**src/rtl/event_encoder8x3.sv**
```systemverilog
// Queued 8-to-3 priority encoder: single-cycle event pulses are latched into a
// pending set and presented one at a time as a 3-bit index on a valid/ready port.
module event_encoder8x3 #(
    parameter bit RR_MODE = 1'b0
) (
    input  logic       clk,
    input  logic       rst_n,
    input  logic       E,
    input  logic [7:0] A,
    output logic [2:0] D,
    output logic       valid,
    input  logic       ready,
    output logic [7:0] pending,
    output logic       overflow,
    input  logic       ovf_clr
);

    localparam int unsigned N_EVT = 8;
    localparam int unsigned IDX_W = 3;

    typedef enum logic [0:0] {
        IDLE = 1'b0,
        SHOW = 1'b1
    } state_t;

    state_t             state_q;
    state_t             state_n;
    logic [IDX_W-1:0]   d_q;
    logic [IDX_W-1:0]   d_n;
    logic               valid_q;
    logic               valid_n;
    logic [N_EVT-1:0]   pending_q;
    logic [N_EVT-1:0]   pending_n;
    logic               overflow_q;
    logic               overflow_n;
    logic [IDX_W-1:0]   ptr_q;
    logic [IDX_W-1:0]   ptr_n;

    logic [N_EVT-1:0]   cap_c;
    logic [N_EVT-1:0]   merged_c;
    logic [IDX_W-1:0]   sel_c;
    logic [N_EVT-1:0]   sel_onehot_c;
    logic               ovf_hit_c;

    // Captured requests merged with the pending set; the selector sees this directly.
    always_comb begin
        cap_c        = E ? A : '0;
        merged_c     = pending_q | cap_c;
        ovf_hit_c    = |(cap_c & pending_q);
    end

    // Pick the next index: lowest set bit, or first set bit after the last grant.
    always_comb begin
        logic             found;
        logic [IDX_W-1:0] idx;
        found = 1'b0;
        idx   = '0;
        sel_c = '0;
        if (RR_MODE) begin
            for (int unsigned k = 1; k <= N_EVT; k++) begin
                idx = ptr_q + IDX_W'(k);
                if (!found && merged_c[idx]) begin
                    sel_c = idx;
                    found = 1'b1;
                end
            end
        end else begin
            for (int unsigned i = 0; i < N_EVT; i++) begin
                if (!found && merged_c[i]) begin
                    sel_c = IDX_W'(i);
                    found = 1'b1;
                end
            end
        end
        sel_onehot_c = N_EVT'(1) << sel_c;
    end

    // State and output registers with synchronous active-low reset.
    always_ff @(posedge clk) begin
        if (!rst_n) begin
            state_q    <= IDLE;
            d_q        <= '0;
            valid_q    <= 1'b0;
            pending_q  <= '0;
            overflow_q <= 1'b0;
            ptr_q      <= IDX_W'(N_EVT - 1);
        end else begin
            state_q    <= state_n;
            d_q        <= d_n;
            valid_q    <= valid_n;
            pending_q  <= pending_n;
            overflow_q <= overflow_n;
            ptr_q      <= ptr_n;
        end
    end

    // Next-state logic: load a new index from IDLE or on accept, otherwise hold D.
    always_comb begin
        state_n    = state_q;
        d_n        = d_q;
        valid_n    = valid_q;
        pending_n  = pending_q;
        ptr_n      = ptr_q;
        // Set wins over a coincident clear.
        overflow_n = (overflow_q && !ovf_clr) || ovf_hit_c;

        unique case (state_q)
            IDLE: begin
                if (merged_c != '0) begin
                    d_n       = sel_c;
                    valid_n   = 1'b1;
                    pending_n = merged_c & ~sel_onehot_c;
                    ptr_n     = sel_c;
                    state_n   = SHOW;
                end else begin
                    valid_n   = 1'b0;
                    pending_n = merged_c;
                end
            end
            SHOW: begin
                if (!ready) begin
                    pending_n = pending_q | cap_c;
                end else if (merged_c != '0) begin
                    d_n       = sel_c;
                    valid_n   = 1'b1;
                    pending_n = merged_c & ~sel_onehot_c;
                    ptr_n     = sel_c;
                end else begin
                    valid_n   = 1'b0;
                    pending_n = merged_c;
                    state_n   = IDLE;
                end
            end
            default: begin
                state_n = IDLE;
                valid_n = 1'b0;
            end
        endcase
    end

    assign D        = d_q;
    assign valid    = valid_q;
    assign pending  = pending_q;
    assign overflow = overflow_q;

endmodule

```
**config.mk**
```make
export PLATFORM = sky130hd
export DESIGN_NAME = event_encoder8x3
export DESIGN_NICKNAME = d
export VERILOG_FILES = /design/src/rtl/event_encoder8x3.sv
export SDC_FILE = /design/constraint.sdc
export NUM_CORES = 1
export LEC_CHECK = 0
export CELL_PAD_IN_SITES_DETAIL_PLACEMENT = 1
export CELL_PAD_IN_SITES_GLOBAL_PLACEMENT = 1
export CORE_MARGIN = 2
export CORE_UTILIZATION = 35
export CTS_BUF_LIST = sky130_fd_sc_hd__clkbuf_8
export CTS_CLUSTER_DIAMETER = 40
export DETAILED_ROUTE_END_ITERATION = 8
export PLACE_DENSITY = 0.89
export SETUP_SLACK_MARGIN = 0.5
export SYNTH_ARGS = -nofsm -noshare
export SYNTH_HDL_FRONTEND = slang
export SYNTH_SLANG_ARGS = --single-unit
```
**constraint.sdc**
```tcl
create_clock -name clk -period 2.7 [get_ports clk]
set_input_delay 0.27 -clock clk [delete_from_list [all_inputs] [get_ports clk]]
set_output_delay 0.27 -clock clk [all_outputs]
set_load 0.01 [all_outputs]
```
Word level (Yosys, flattened, before mapping)
Index checks and enable logic that the tools add are counted.
Storage, ports and cells
  bits in registers: 14
  bits of input ports: 13
  output and inout bits: 13
  word-level logic and storage cells: 57
Cells by class
  equal/unequal tests: 1
  shifts and indexed selects: 1
  mux-type cells: 26
  bitwise gates (word level): 5
  reduce and logical (&&, ||, !) cells: 19
Operator list (count)
  $mux 3: 8
  $mux 8: 3
  $and 8x8->8: 2
  $pmux 8 s2: 1
  $mux 1: 11
  $logic_and 1x1->1: 8
  $logic_not 1->1: 8
  $not 8->8: 1
  $or 8x8->8: 1
  $reduce_bool 8->1: 1
  $reduce_or 8->1: 1
  $shl 1x3->8 const A: 1
  $pmux 3 s2: 1
  $pmux 1 s2: 2
  $ne 2x2->1 const B: 1
  $logic_or 1x1->1: 1
  $not 1->1: 1

Logic depth before layout (Yosys ltp)
  depth after elaboration: 30
  gate-level depth with buffers: 5
  gate-level depth less buffers: 4

Worst setup path before layout
No wires, ideal clock.
  path type: register -> register
  from: register pending_q[3] (netlist: pending[3])
  to: register d_q[0] (netlist: D[0])
  library setup time: 0.086 ns
  data arrival time: 1.134 ns
  required time: 2.614 ns
  setup slack: 1.479 ns
  cell stages (with the launch flop): 5
  path buffers: 0
  period minus slack after synthesis: 1.221 ns
  cell sequence: dfxtp_1 > nor2_2 > nand4_2 > o21a_1 > a221oi_2
Between the ends
  word-level cells in the longest chain between the ends: 18
  elaborated cells between the ends (all ways): 23
  those cells by class: 12 x mux; 1 x bitwise; 10 x reduce/logical
RTL lines
  start: declaration: line 32  | logic [N_EVT-1:0] pending_q;
  start signal: assignment: line 91  | pending_q <= pending_n;
  $or 8x8->8 (*): line 48  | merged_c = pending_q | cap_c;
  $logic_and 1x1->1: line 69  | if (!found && merged_c[i]) begin
  $mux 1: line 69
  $logic_not 1->1: line 69
  $logic_and 1x1->1: line 69
  $mux 1: line 69
  $logic_not 1->1: line 69
  $logic_and 1x1->1: line 69
  [... 2 more ...]
  $logic_and 1x1->1: line 69
  $mux 1: line 69
  $logic_not 1->1: line 69
  $logic_and 1x1->1: line 69
  $mux 3: line 69
  $mux 3 (*): line 109, 123
  $mux 3: line 121  | if (!ready) begin
  $pmux 3 s2 (*): line 107  | unique case (state_q)
  end signal: assignment: line 89  | d_q <= d_n;
  end: declaration: line 28  | logic [IDX_W-1:0] d_q;
Every way passes the cells marked *; elsewhere a longest branch is shown, timed or not. The select of a mux whose other input is x is not followed.
A chain may end at the register's enable or synchronous reset.

Worst setup path in the final report
  from: input E
  to: register pending_q[7] (netlist: pending[7])
Between the ends
  word-level cells in the longest chain between the ends: 30
  elaborated cells between the ends (all ways): 37
  those cells by class: 1 x shift; 18 x mux; 3 x bitwise; 15 x reduce/logical
RTL lines
  start: declaration: line 8  | input logic E,
  $mux 8 (*): line 47  | cap_c = E ? A : '0;
  $or 8x8->8 (*): line 48, 122
  $mux 1: line 69
  $logic_not 1->1: line 69
  $logic_and 1x1->1: line 69
  $mux 1: line 69
  $logic_not 1->1: line 69
  $logic_and 1x1->1: line 69
  [... 14 more ...]
  $logic_and 1x1->1: line 69
  $mux 3: line 69
  $shl 1x3->8: line 75  | sel_onehot_c = N_EVT'(1) << sel_c;
  $not 8->8: line 112, 126
  $and 8x8->8: line 112, 126
  $mux 8: line 109, 123
  $mux 8: line 121
  $pmux 8 s2 (*): line 107
Every way passes the cells marked *; elsewhere a longest branch is shown, timed or not.

==> flow_summary.yaml <==
run_status:
  outcome: "finished, final reports clean"
synthesis:
  yosys_warnings: 0
  synthMuxAreaShare_pct: 0
  synthAdderAreaFrac_pct: 0
  synth_top_family_by_area: "compound AO/OA/AOI/OAI gates"
  synth_area_leader_cell: "dfxtp_1"
  syn_area_sq_um: 705.7
  synth-seq-area-share_pct: 39.72
  yosysUniqueCellTypes: 32
  synth_seq_cells: 14
  syn_nets: 92
  synth_compound_area_share_pct: 36.52
  syn_area_per_cell_sq_um: 8.933
  synthXorXnorAreaFrac_pct: 0
  syn_inst: 79
  synth.area.top_cells: "dfxtp_1 40%, a21oi_1 5.0%, a22oi_1 4.3%"
  synthSimpleGateAreaFrac_pct: 20.04
  synth_top_area_share_pct: 39.72
placement:
  hpwl_microns: 1756
  port-buffer-count: 25
  place_ws_ns: 0.5353
  gp_congestion: 0.8656
pwr:
  switching_share_pct: 29.86
  power_switching_w: 0.0001855
  pwr-share-clk_pct: 34.6
  pwr-share-comb_pct: 26.7
  power_w: 0.0006212
  p_int_w: 0.0004357
  cellLeakagePower_nw: 0.3676
  power_density_nw_per_um2: 603.2
  ir_drop_mv: 0.4417
  p_seq_share_pct: 38.7
setup_path:
  crit_start: "E"
  r2r_slack_ns: 1.24
  cp.required_ns: 2.82
  r2r_end: "pending[7]$_SDFF_PN0_"
  worstPathCellList: "clkdlybuf4s50_1 > o21ai_1 > nand2_1 > nor4_1 > a211oi_1"
  crit_path_end_kind: "flop"
  path_depth: 5
  r2r_start: "pending[0]$_SDFF_PN0_"
  startpoint_type: "input port"
  cp.arrival_ns: 2.06
  crit_type: "in2reg"
  critPathTopFamily: "buffers and inverters"
  max_stage_delay_ns: 0.68
  crit_path_end: "pending[7]$_SDFF_PN0_"
  crit_buf_inv: 1
  crit_fanout: 13
  reg2reg_depth: 4
  slowest_stage: "clkdlybuf4s50_1"
final_layout:
  final_common_cell: "clkdlybuf4s50_1"
  syn2layout_area_growth_pct: 45.92
  layout_common_cells: "25 x clkdlybuf4s50_1, 14 x dfxtp_1, 7 x a21oi_1, 6 x nand2_1, 5 x nor2_1"
  nets: 120
  multi_input_area_sq_um: 399.1
  n_antenna_cell: 0
  drive_gt1_share_pct: 14.15
  filler_cell_count: 241
  seq_area_sq_um: 280.3
clocking:
  cts_tree: "yes"
  cts_resized: 0
  cts_setup_buffers: 0
  cts_hold_buffers: 0
  cts-buffers-inserted: 3
  clock-root-buffer: "clkbuf_8"
  path_clk_slew_ns: 0.06
  cts_max_level: 1
  clock-sinks: 14
  worst_skew_pair.late_latency_ns: 0.26
  clockBufferDepth: 2
global_route:
  grt_use_total_pct: 21.03
  grt_max_degree: 14
  antenna_found_initial: 0
  grt-ovfl-total: 0
  grt_pass1_vias: 774
  grt_pass1_wl_microns: 3746
floorplan:
  io_pins: 26
  chipHeight_microns: 48.90
  coreArea_sq_um: 1922
  num_rows: 16
  initial_core_util_pct: 36.72
  die_w_microns: 48.90
  die-area_sq_um: 2391
detailed_routing:
  wl_per_cell_microns: 17.31
  vias_per_cell: 5.632
  drt_iter0_drc: 18
  dr.pass1.iters: 4
  antenna_left: 0
  vias: 749
  post-route-drc-count: 0
  wl_microns: 2302
timing:
  finalSetupViolCount: 0
  min_period_ns: 1.933
  post-route-period-util_pct: 71.59
  setup_slack_ns: 0.7672
  fin_setup_tns_ns: 0
  hold_viol_final: 0
  max_freq_mhz: 517.4
  rsz0062_at_grt: "false"
  relSlewSlack_pct: 64.77
  finClkSkew_ns: 0.006903
  hold_ws_ns: 0.4687
  worst_slew_pin_slew_ns: 0.5268
  maxSlewViolCount: 0
min_path:
  hold_class: "reg2reg"
job:
  drv_cap: 0
synthesized netlist by cell type:
library cell,number
dfxtp_1,14
a21oi_1,7
nand2_1,6
nor2_1,5
a22oi_1,4
o21ai_1,4
a211oi_1,3
a21oi_2,3
nand4_1,3
a21o_1,2
a311oi_1,2
inv_1,2
nor2b_1,2
nor3_1,2
o21a_1,2
o21ai_2,2
a21o_2,1
a221oi_1,1
a221oi_2,1
a2bb2oi_1,1
and2_2,1
buf_6,1
clkbuf_1,1
clkinv_1,1
nand2b_1,1
nand3_1,1
nand4_2,1
nor2_2,1
nor4_1,1
nor4b_2,1
o2bb2ai_1,1
o31a_1,1
metrics by stage:
| step | instances | cell area, sq um | util (%) |
|---|---|---|---|
| CTS | 133 | 1030 | 53.58 |
| detailed placement | 129 | 974.7 | 50.72 |
| global placement | 129 | 974.7 | 50.72 |
| global route | 133 | 1030 | 53.58 |
| finish | 133 | 1030 | 53.58 |
| floorplan | 79 | 705.7 | - |
kinds of logic (layout without fill, tap and decap cells):
family | Yosys count | after routing
flip-flops | 14 | 14
AO/OA/AOI/OAI | 35 | 35
buffers and inverters | 5 | 32
AND/OR/NAND/NOR | 25 | 25
worst min-delay path by stage:
stage | from | cells after the start | to
floorplan | rst_n | 2 | pending[2]$_SDFF_PN0_
global placement | valid$_SDFFE_PN0N_ | 1 | valid$_SDFFE_PN0N_
detailed placement | valid$_SDFFE_PN0N_ | 1 | valid$_SDFFE_PN0N_
CTS | valid$_SDFFE_PN0N_ | 1 | valid$_SDFFE_PN0N_
global route | valid$_SDFFE_PN0N_ | 1 | valid$_SDFFE_PN0N_
finish | valid$_SDFFE_PN0N_ | 1 | valid$_SDFFE_PN0N_
state kept, by name (all words and copies together) (netlist names):
| signal | flops |
|---|---|
| pending | 8 |
| D | 3 |
| overflow | 1 |
| state_q | 1 |
| valid | 1 |
layout make-up:
class | instances | share of cell area [%]
Inverter | 3 | 1.094
Timing Repair Buffer | 25 | 24.30
Sequential cell | 14 | 27.22
Tap cell | 27 | 3.281
Multi-Input combinational cell | 60 | 38.76
Clock buffer | 4 | 5.346
worst register-to-register path: stages (launching register included):
cell and delay (ns):
dfxtp_1 0.34, nor2_1 0.18, nand2_1 0.18, nor4_1 0.49, a211oi_1 0.14
routing by layer:
| metal | GRT usage, % | up-vias | part of all wire [%] |
|---|---|---|---|
| met2 | 37.67 | 22 | 50 |
| met3 | 6.748 | 5 | 4.8 |
| li1 | - | 359 | - |
| met4 | 8.571 | 0 | 1.5 |
| met1 | 22.67 | 363 | 44 |
| met5 | 0 | - | 0 |
power groups by stage:
| stage | Clock, W | Combinational [W] | Sequential [W] |
|---|---|---|---|
| 2_1_floorplan | 0 | 0.0000804 | 0.000250 |
| 3_3_place_gp | 0 | 0.000159 | 0.000244 |
| 3_5_place_dp | 0 | 0.000163 | 0.000245 |
| 4_1_cts | 0.000223 | 0.000165 | 0.000241 |
| 5_1_grt | 0.000229 | 0.000178 | 0.000243 |
| 6_report | 0.000215 | 0.000166 | 0.000240 |
Power figures use the tool's default switching activity.
